**src/rtl/systolic_pkg.sv**
```systemverilog
// Shared widths, state encoding and the operand beat layout for the
// systolic sequencer.
package systolic_pkg;

  localparam int DATA_W    = 8;
  localparam int ACC_W     = 32;
  localparam int K_MAX_DEF = 8;

  typedef enum logic [2:0] {
    S_IDLE,
    S_LOAD,
    S_CLEAR,
    S_FEED,
    S_FLUSH,
    S_PUSH,
    S_CAPTURE,
    S_OUT
  } seq_state_t;

  typedef logic [1:0] res_idx_t;

  typedef struct packed {
    logic signed [DATA_W-1:0] a1;
    logic signed [DATA_W-1:0] a2;
    logic signed [DATA_W-1:0] b1;
    logic signed [DATA_W-1:0] b2;
  } beat_t;

endpackage

```
**src/rtl/sequencer_operand_buf.sv**
```systemverilog
// Operand beat store: one write port fed by the load count, two read ports
// at t and t-1 so the second array row/column sees a one-cycle skew.
module sequencer_operand_buf
  import systolic_pkg::*;
#(
  parameter int K_MAX = K_MAX_DEF,
  parameter int AW    = $clog2(K_MAX)
) (
  input  logic                     clk,
  input  logic                     wr_en,
  input  logic [AW-1:0]            wr_idx,
  input  logic signed [DATA_W-1:0] wr_a1,
  input  logic signed [DATA_W-1:0] wr_a2,
  input  logic signed [DATA_W-1:0] wr_b1,
  input  logic signed [DATA_W-1:0] wr_b2,
  input  logic [AW-1:0]            rd_t_idx,
  input  logic [AW-1:0]            rd_tm1_idx,
  output logic signed [DATA_W-1:0] rd_a1,
  output logic signed [DATA_W-1:0] rd_b1,
  output logic signed [DATA_W-1:0] rd_a2,
  output logic signed [DATA_W-1:0] rd_b2
);

  beat_t mem_q [K_MAX];
  beat_t mem_d [K_MAX];

  always_comb begin
    mem_d = mem_q;
    if (wr_en) begin
      mem_d[wr_idx] = '{a1: wr_a1, a2: wr_a2, b1: wr_b1, b2: wr_b2};
    end
  end

  // Contents are don't-care after reset, so the store carries no reset.
  always_ff @(posedge clk) begin
    mem_q <= mem_d;
  end

  assign rd_a1 = mem_q[rd_t_idx].a1;
  assign rd_b1 = mem_q[rd_t_idx].b1;
  assign rd_a2 = mem_q[rd_tm1_idx].a2;
  assign rd_b2 = mem_q[rd_tm1_idx].b2;

endmodule

```
**src/rtl/systolic_sequencer.sv**
```systemverilog
// Buffers one K-beat job, drives the 2x2 array through clear/feed/flush/push,
// captures C11..C22 and streams them out over valid/ready.
module systolic_sequencer
  import systolic_pkg::*;
#(
  parameter int K_MAX = K_MAX_DEF
) (
  input  logic                        clk,
  input  logic                        reset,
  input  logic [$clog2(K_MAX+1)-1:0]  cfg_k,
  input  logic                        op_valid,
  output logic                        op_ready,
  input  logic signed [DATA_W-1:0]    op_a1,
  input  logic signed [DATA_W-1:0]    op_a2,
  input  logic signed [DATA_W-1:0]    op_b1,
  input  logic signed [DATA_W-1:0]    op_b2,
  output logic                        arr_start,
  output logic                        arr_enable,
  output logic                        arr_push11,
  output logic                        arr_pushedge,
  output logic                        arr_push22,
  output logic signed [DATA_W-1:0]    arr_a1X,
  output logic signed [DATA_W-1:0]    arr_a2X,
  output logic signed [DATA_W-1:0]    arr_bX1,
  output logic signed [DATA_W-1:0]    arr_bX2,
  input  logic signed [ACC_W-1:0]     arr_c11,
  input  logic signed [ACC_W-1:0]     arr_c12,
  input  logic signed [ACC_W-1:0]     arr_c21,
  input  logic signed [ACC_W-1:0]     arr_c22,
  output logic                        res_valid,
  input  logic                        res_ready,
  output logic signed [ACC_W-1:0]     res_data,
  output logic [1:0]                  res_idx,
  output logic                        res_last,
  output logic                        busy
);

  localparam int KW = $clog2(K_MAX+1);
  localparam int AW = $clog2(K_MAX);

  seq_state_t              state_q, state_d;
  logic [KW-1:0]           k_q, k_d, cnt_q, cnt_d, k_in, tm1;
  res_idx_t                idx_q, idx_d;
  logic signed [ACC_W-1:0] result_q [4];
  logic signed [ACC_W-1:0] result_d [4];

  logic                    op_ready_q, op_ready_d, busy_q, busy_d;
  logic                    start_q, start_d, enable_q, enable_d, push_q, push_d;
  logic signed [DATA_W-1:0] a1_q, a1_d, a2_q, a2_d, b1_q, b1_d, b2_q, b2_d;
  logic                    res_valid_q, res_valid_d, res_last_q, res_last_d;
  logic signed [ACC_W-1:0] res_data_q, res_data_d;
  res_idx_t                res_idx_q, res_idx_d;

  logic                    op_fire, res_fire, wr_en;
  logic [AW-1:0]           wr_idx;
  logic signed [DATA_W-1:0] rd_a1, rd_b1, rd_a2, rd_b2;

  sequencer_operand_buf #(.K_MAX(K_MAX), .AW(AW)) u_buf (
    .clk        (clk),
    .wr_en      (wr_en),
    .wr_idx     (wr_idx),
    .wr_a1      (op_a1),
    .wr_a2      (op_a2),
    .wr_b1      (op_b1),
    .wr_b2      (op_b2),
    .rd_t_idx   (cnt_d[AW-1:0]),
    .rd_tm1_idx (tm1[AW-1:0]),
    .rd_a1      (rd_a1),
    .rd_b1      (rd_b1),
    .rd_a2      (rd_a2),
    .rd_b2      (rd_b2)
  );

  always_comb begin
    op_fire  = op_valid && op_ready_q;
    res_fire = res_valid_q && res_ready;

    if (cfg_k == '0)               k_in = KW'(1);
    else if (cfg_k > KW'(K_MAX))   k_in = KW'(K_MAX);
    else                           k_in = cfg_k;

    state_d  = state_q;
    k_d      = k_q;
    cnt_d    = cnt_q;
    idx_d    = idx_q;
    result_d = result_q;
    wr_en    = 1'b0;
    wr_idx   = cnt_q[AW-1:0];

    unique case (state_q)
      S_IDLE: if (op_fire) begin
        k_d     = k_in;
        wr_en   = 1'b1;
        wr_idx  = '0;
        cnt_d   = KW'(1);
        state_d = (k_in == KW'(1)) ? S_CLEAR : S_LOAD;
      end
      S_LOAD: if (op_fire) begin
        wr_en = 1'b1;
        cnt_d = cnt_q + KW'(1);
        if (cnt_q == k_q - KW'(1)) state_d = S_CLEAR;
      end
      S_CLEAR: begin
        cnt_d   = '0;
        state_d = S_FEED;
      end
      S_FEED: begin
        if (cnt_q == k_q) state_d = S_FLUSH;
        else              cnt_d   = cnt_q + KW'(1);
      end
      S_FLUSH: state_d = S_PUSH;
      S_PUSH:  state_d = S_CAPTURE;
      S_CAPTURE: begin
        result_d = '{arr_c11, arr_c12, arr_c21, arr_c22};
        idx_d    = '0;
        state_d  = S_OUT;
      end
      S_OUT: if (res_fire) begin
        if (idx_q == 2'd3) state_d = S_IDLE;
        else               idx_d   = idx_q + 2'd1;
      end
      default: state_d = S_IDLE;
    endcase

    // Outputs are decoded from the next state so they register in step with it.
    tm1         = cnt_d - KW'(1);
    op_ready_d  = (state_d == S_IDLE) || (state_d == S_LOAD);
    busy_d      = (state_d != S_IDLE);
    start_d     = (state_d == S_CLEAR);
    enable_d    = (state_d == S_FEED) || (state_d == S_FLUSH);
    push_d      = (state_d == S_PUSH);
    a1_d = '0;
    b1_d = '0;
    a2_d = '0;
    b2_d = '0;
    if (state_d == S_FEED) begin
      if (cnt_d < k_d) begin
        a1_d = rd_a1;
        b1_d = rd_b1;
      end
      if (cnt_d != '0) begin
        a2_d = rd_a2;
        b2_d = rd_b2;
      end
    end
    res_valid_d = (state_d == S_OUT);
    res_idx_d   = (state_d == S_OUT) ? idx_d : '0;
    res_data_d  = (state_d == S_OUT) ? result_d[idx_d] : '0;
    res_last_d  = (state_d == S_OUT) && (idx_d == 2'd3);
  end

  always_ff @(posedge clk) begin
    if (reset) begin
      state_q     <= S_IDLE;
      k_q         <= '0;
      cnt_q       <= '0;
      idx_q       <= '0;
      result_q    <= '{default: '0};
      op_ready_q  <= 1'b0;
      busy_q      <= 1'b0;
      start_q     <= 1'b0;
      enable_q    <= 1'b0;
      push_q      <= 1'b0;
      a1_q        <= '0;
      a2_q        <= '0;
      b1_q        <= '0;
      b2_q        <= '0;
      res_valid_q <= 1'b0;
      res_data_q  <= '0;
      res_idx_q   <= '0;
      res_last_q  <= 1'b0;
    end else begin
      state_q     <= state_d;
      k_q         <= k_d;
      cnt_q       <= cnt_d;
      idx_q       <= idx_d;
      result_q    <= result_d;
      op_ready_q  <= op_ready_d;
      busy_q      <= busy_d;
      start_q     <= start_d;
      enable_q    <= enable_d;
      push_q      <= push_d;
      a1_q        <= a1_d;
      a2_q        <= a2_d;
      b1_q        <= b1_d;
      b2_q        <= b2_d;
      res_valid_q <= res_valid_d;
      res_data_q  <= res_data_d;
      res_idx_q   <= res_idx_d;
      res_last_q  <= res_last_d;
    end
  end

  assign op_ready     = op_ready_q;
  assign busy         = busy_q;
  assign arr_start    = start_q;
  assign arr_enable   = enable_q;
  assign arr_push11   = push_q;
  assign arr_pushedge = push_q;
  assign arr_push22   = push_q;
  assign arr_a1X      = a1_q;
  assign arr_a2X      = a2_q;
  assign arr_bX1      = b1_q;
  assign arr_bX2      = b2_q;
  assign res_valid    = res_valid_q;
  assign res_data     = res_data_q;
  assign res_idx      = res_idx_q;
  assign res_last     = res_last_q;

endmodule
```
**config.mk**
```make
export PLATFORM = sky130hd
export DESIGN_NAME = systolic_sequencer
export DESIGN_NICKNAME = d
export VERILOG_FILES = /design/src/rtl/systolic_pkg.sv /design/src/rtl/sequencer_operand_buf.sv /design/src/rtl/systolic_sequencer.sv
export SDC_FILE = /design/constraint.sdc
export NUM_CORES = 1
export LEC_CHECK = 0
export BUFFER_PORTS_ARGS = -buffer_cell sky130_fd_sc_hd__buf_2
export CAP_MARGIN = 5
export CORE_MARGIN = 2
export CORE_UTILIZATION = 52
export CTS_CLUSTER_DIAMETER = 100
export DETAILED_ROUTE_END_ITERATION = 8
export PLACE_DENSITY_LB_ADDON = 0.05
export SYNTH_ARGS = -nofsm -noshare
export SYNTH_HDL_FRONTEND = slang
export SYNTH_HIERARCHICAL = 1
export SYNTH_SLANG_ARGS = --single-unit
```
**constraint.sdc**
```tcl
create_clock -name clk -period 4.1 [get_ports clk]
set_clock_uncertainty 0.2 [all_clocks]
set_input_delay 0.205 -clock clk [delete_from_list [all_inputs] [get_ports clk]]
set_output_delay 0.205 -clock clk [all_outputs]
set_load 0.05 [all_outputs]
```
==> results of run 1 <==
-- power by group through the flow --
| stage | registers, mW | logic, mW | clock network, mW |
|---|---|---|---|
| floorplan | 5.46 | 2.13 | 0 |
| global placement | 5.36 | 2.84 | 0 |
| detailed placement | 5.36 | 2.89 | 0 |
| CTS | 5.26 | 3.02 | 4.27 |
| global route | 5.28 | 3.20 | 4.46 |
| finish | 5.26 | 2.97 | 4.17 |
-- cell families after synthesis --
group,share of synthesized area
mux,0.126
xor+xnor,0.00500
fa+ha+maj,0.00541
buf+inv,0.0280
simple gates,0.117
compound gates,0.0714
flops,0.646
-- timing repair --
item	CTS	global route
hold buffers	166	0
hold endpoints to repair	422	0
gates resized for setup	0	0
-- worst max-delay path: cells and delay by family (launching register included) --
family / cells / cell delay, ps
and+or+nand+nor: 3 / 830
muxes: 2 / 620
DFF: 1 / 560
buffers and inverters: 1 / 400
AOI/OAI and AO/OA: 2 / 340
xor gates and xnor gates: 2 / 310
adders and majority gates: 1 / 270
-- registers in the layout, indices dropped and copies added, names as in the netlist, 3 cells and up --
name         cells
arr_a1X          8
result_q       128
res_data        32
arr_a2X          8
k_q              4
arr_bX1          8
state_q          3
arr_bX2          8
cnt_q            4
u_buf/mem_q    256
-- path summary, 6_finish.rpt --
path | startpoint | end | slack, ps
worst max-delay path | cnt_q[0]$_SDFF_PP0_ | arr_a2X[1]$_SDFF_PP0_ | 430
worst min-delay path | reset | cnt_q[0]$_SDFF_PP0_ | 10
worst max register to register | cnt_q[0]$_SDFF_PP0_ | arr_a2X[1]$_SDFF_PP0_ | 430
worst min register to register | result_q[30]$_SDFF_PP0_ | result_q[30]$_SDFF_PP0_ | 250
-- through the flow --
stage / setup TNS, ps / std cells / power (mW) / instance area (µm²)
2_1_floorplan: -16240 / 1433 / 7.59 / 18500
3_3_place_gp: 0 / 2071 / 8.20 / 20300
3_5_place_dp: 0 / 2071 / 8.25 / 20300
4_1_cts: 0 / 2326 / 12.6 / 23500
5_1_grt: 0 / 2327 / 12.9 / 23500
6_report: 0 / 2327 / 12.4 / 23500
-- placed cells by master (no fill, tap or decap), types with 3 or more instances in the layout --
cell type	n
a211oi_1	31
a21oi_1	140
a31oi_1	3
and2_1	3
buf_12	7
buf_2	241
buf_4	29
clkbuf_1	10
clkbuf_16	49
clkbuf_8	4
clkinv_1	10
clkinv_2	11
dfxtp_1	214
dlygate4sd3_1	166
edfxtp_1	256
ha_1	8
inv_1	12
mux2_2	32
mux2i_1	33
mux4_1	56
mux4_2	8
nand2_1	338
nand2b_1	8
nand3_1	34
nor2_1	22
nor2_4	7
nor3_1	7
nor3_2	3
nor3b_1	10
nor3b_2	9
nor4_1	3
nor4bb_1	16
o21ai_0	36
or3_1	3
xor2_1	3
xor2_2	4
-- per-layer routing --
layer,wire (µm),track usage,vias to the layer above
li1,-,-,6050
met1,18800,0.306,6050
met2,21700,0.402,306
met3,2410,0.0371,60
met4,969,0.0731,0
met5,0,0,-
-- final cells by class --
cell class	count	share of cell area
Timing Repair Buffer	443	0.137
Inverter	12	0.00192
Sequential cell	470	0.510
Tap cell	461	0.0246
Clock inverter	26	0.00879
Antenna cell	1	0.000107
Multi-Input combinational cell	851	0.261
Clock buffer	63	0.0562
==> flow_summary.toml, run 1 <==
[setup_path]
worstPathArrival_ps = 3920
reg2regPathDepth = 11
crit_fanout = 32
slowest_stage = "dfxtp_1"
cp.required_ps = 4350
crit_path_frequent_cell = "xor2_2"
crit_chain = "xor2_2 > nor4_4 > a21o_1 > or2_2 > a21oi_1 > ha_1 > xor2_2 > buf_4 > mux4_2 > mux2_2 > nor3b_2"
end_kind = "flip-flop"
critPathKind = "reg -> reg"
max_stage_delay_ps = 560
cp-start-kind = "flip-flop"

[worst_hold_path]
worstHoldPathType = "in -> reg"
min_path_cells = 2

[floorplan]
die_x_um = 193
rows = 69
die_h_um = 193
core_um2 = 35300
die-area_um2 = 37100
start_util = 0.524
pin_count = 243

[logic_synthesis]
yosys-top-cells-area = "edfxtp_1, dfxtp_1, mux4_1"
yosysTopAreaCell = "edfxtp_1"
avgSynthCellArea_um2 = 12.9
synth_fp_nets = 1609
synth_seq_cells = 470
synthArstFlopShare = 0
syn-instance-count = 1433
synth_edf_count = 256
ys_warn_count = 6
yosys-top-cells-count = "nand2_1, edfxtp_1, dfxtp_1, a21oi_1, mux4_1"
synthDistinctLibCells = 62
synth.most_common_cell = "nand2_1"
ys_seq_area_frac = 0.646
syn-cell-area_um2 = 18500
ys.flop_type = "edfxtp_1"
synth_top_area_frac = 0.415

[global_routing]
grt.overflow.total = 0
antenna_found_initial = 1
grt_pass1_wl_um = 66000
grt_pass1_vias = 12092
grt_max_degree = 106
grt_usage = 0.234

[cells_and_area]
syn_to_final_growth_pct = 26.8
layout-drive-gt1-share = 0.225
final-seq-area_um2 = 12000
multi_input_area_um2 = 6130
final_util = 0.665
nFillCells = 2631
fin_nets = 2002

[clock_tree]
clock_path_buffers = 3
clock_latency_ps = 600
cts_buffers = 48
cts_sinks = 470
ctsHtreeMaxLevel = 2
path_clk_slew_ps = 60
cts_tree = "built"
ctsRootBufferMaster = "clkbuf_16"
post_cts_buffers = 0

[power_and_ir_drop]
vdd_drop_max_mv = 0.460
p_seq_frac = 0.424
swShare = 0.272
p_leak_nw = 8.51
p_switching_mw = 3.37
clkPwrFrac = 0.336
p_int_mw = 9.03
p_per_area_nw_per_um2 = 528
p_comb_frac = 0.240

[timing]
finalHoldViolCount = 0
slew_headroom = 0.305
rsz0062_at_grt = "no"
slew_violations = 0
finalCritPeriodShare = 0.896
fin_crit_ps = 3670
setup_ws_ps = 426
worst_slew_pin_slew_ps = 1040
setup_viol = 0
fmax_mhz = 272
whs_ps = 11.4

[run]
drv_cap = 0

[routing]
ant_nets = 0
vias = 12466
wl_per_cell_um = 18.9
wirelength_um = 43900
drc_errors = 0
drt-pass1-iter-count = 5
viasPerCell = 5.36
drt_iter0_drc = 738

[placement]
portBuffers = 242
place_congestion = 0.802
dp_hpwl_um = 25300
post-place-ws_ps = 441

[status]
status = "finished clean"
Note: power is estimated with default switching activity, not from simulation.
==> run 2, diff against run 1 <==
CORE_UTILIZATION = 57   (was 52)
CTS_CLUSTER_DIAMETER = 60   (was 100)
PLACE_DENSITY = 0.79   (was unset)
PLACE_DENSITY_LB_ADDON = unset   (was 0.05)
clock period = 3.5 ns   (was 4.1 ns; I/O delays follow)
==> run 2 against run 1 <==
Final area increased by 0.50%. Register-to-register slack worse by 310 ps. Total power grew 21%. Core utilization rose by 6.6 points. Non-clock buffer count increased by 7. Fmax rose by 8.5%. Sequential share of layout area decreased by 0.25 points. Clock power rose by 23%. Highest routed layer unchanged. Sequential power increased by 17%.
==> flow_summary.toml, run 2 (synthesis results as in run 1) <==
[cells_and_area]
design_area_um2 = 23600
top_register = "u_buf/mem_q"
layout_common_cells = "nand2_1, edfxtp_1, buf_2"
fin_nets = 2009
largest_register_ffs = 256
final_cells = 2316
layout-drive-gt1-share = 0.234
syn_to_final_growth_pct = 27.4
layout_commonest_cell = "nand2_1"

[clock_tree]
ctsHtreeMaxLevel = 2
path_clk_slew_ps = 70
cts_buffers = 48
cts_tree = "built"
cts_sinks = 470
clock_path_buffers = 3
clock_latency_ps = 570
ctsRootBufferMaster = "clkbuf_16"

[timing]
slew_headroom = 0.399
fin_crit_ps = 3380
rsz0062_at_grt = "no"
worst_slew_pin_slew_ps = 902
slew_violations = 0
finalCritPeriodShare = 0.967
setup_viol = 0
finalHoldViolCount = 0
fmax_mhz = 295
whs_ps = 10.5
setup_ws_ps = 116

[placement]
dp_cells = 2058
post-place-ws_ps = 119
placed_cell_area_um2 = 20300
place_congestion = 0.849
dp_hpwl_um = 24500
portBuffers = 242

[global_routing]
grt_pass1_wl_um = 73500
gr-usage-met3 = 0.0615
grt_usage = 0.284
use_met1 = 0.341
grt_pass1_vias = 13495
grt_max_degree = 161
gr-max-usage-layer = "met2"
antenna_found_initial = 1
grt.overflow.total = 0
grt_use_met2 = 0.492

[power_and_ir_drop]
swShare = 0.280
p_leak_nw = 8.60
clkPwrFrac = 0.342
p_seq_frac = 0.408
power_mw = 15.0
p_comb_frac = 0.250
p_switching_mw = 4.21
vdd_drop_max_mv = 0.636
p_per_area_nw_per_um2 = 637
p_int_mw = 10.8

[floorplan]
pin_count = 243
start_util = 0.574
rows = 66
die_h_um = 184
core_um2 = 32300
die-area_um2 = 33900
die_x_um = 184

[setup_path]
cp-start-kind = "flip-flop"
worstPathArrival_ps = 3630
critPathKind = "reg -> reg"
crit_fanout = 32
ff2ff_setup_slack_ps = 120
end_kind = "flip-flop"
cp.required_ps = 3750

[routing]
viasPerCell = 5.80
vias = 13428
drt_iter0_drc = 979
drt-pass1-iter-count = 5
drc_errors = 0
ant_nets = 0
wirelength_um = 48700
wl_per_cell_um = 21.0

[worst_hold_path]
worstHoldPathType = "in -> reg"

[run]
drv_cap = 0

[status]
status = "finished clean"
[run 2: path summary, 6_finish.rpt]
check                           from                 endpoint  cells past startpoint
min                         cfg_k[2]        k_q[2]$_SDFF_PP0_                      4
min reg2reg  result_q[29]$_SDFF_PP0_  result_q[29]$_SDFF_PP0_                      2
max                k_q[1]$_SDFF_PP0_    arr_bX2[7]$_SDFF_PP0_                     11
max reg2reg        k_q[1]$_SDFF_PP0_    arr_bX2[7]$_SDFF_PP0_                     11
[run 2: worst max-delay path: stages, from the launching register on]
cell	delay, ps
dfxtp_1	420
xor2_1	280
nor4_4	110
a21o_1	210
or2_2	320
a21oi_2	200
ha_1	250
xor2_2	210
buf_12	240
mux4_1	380
mux2_2	300
nor3b_1	140
[run 2: layout make-up]
type,instances,area [µm²]
multi-input combinational,851,6100
sequential,470,12000
clock buffer,67,1380
clock inverter,23,229
tap,442,553
antenna,1,2.50
inverter,12,45.0
fill,1910,8700
timing repair buffer,450,3300
[run 2: metrics by stage]
step / util / TNS (ps)
2_1_floorplan: - / -44130
3_3_place_gp: 0.629 / 0
3_5_place_dp: 0.629 / 0
4_1_cts: 0.730 / 0
5_1_grt: 0.731 / 0
6_report: 0.731 / 0
[run 2: power by group through the flow]
| stage | Clock [mW] | Combinational [mW] | Sequential [mW] |
|---|---|---|---|
| 6_report | 5.14 | 3.75 | 6.14 |
| 5_1_grt | 5.42 | 3.95 | 6.16 |
| 4_1_cts | 5.18 | 3.70 | 6.13 |
| 3_5_place_dp | 0 | 3.50 | 6.24 |
| 3_3_place_gp | 0 | 3.38 | 6.23 |
| 2_1_floorplan | 0 | 2.49 | 6.40 |
[run 2: metal layers]
layer  up-vias  part of all wire
met5         -                 0
met4         0             0.038
met3       140             0.080
met2       720              0.50
met1      6521              0.38
li1       6047                 -
[run 2: what timing repair did]
item,in CTS,in global routing
hold buffers,166,0
setup buffers,0,1
endpoints found under the hold margin,424,0
gates resized for setup,0,2
endpoints found under the setup margin,0,16
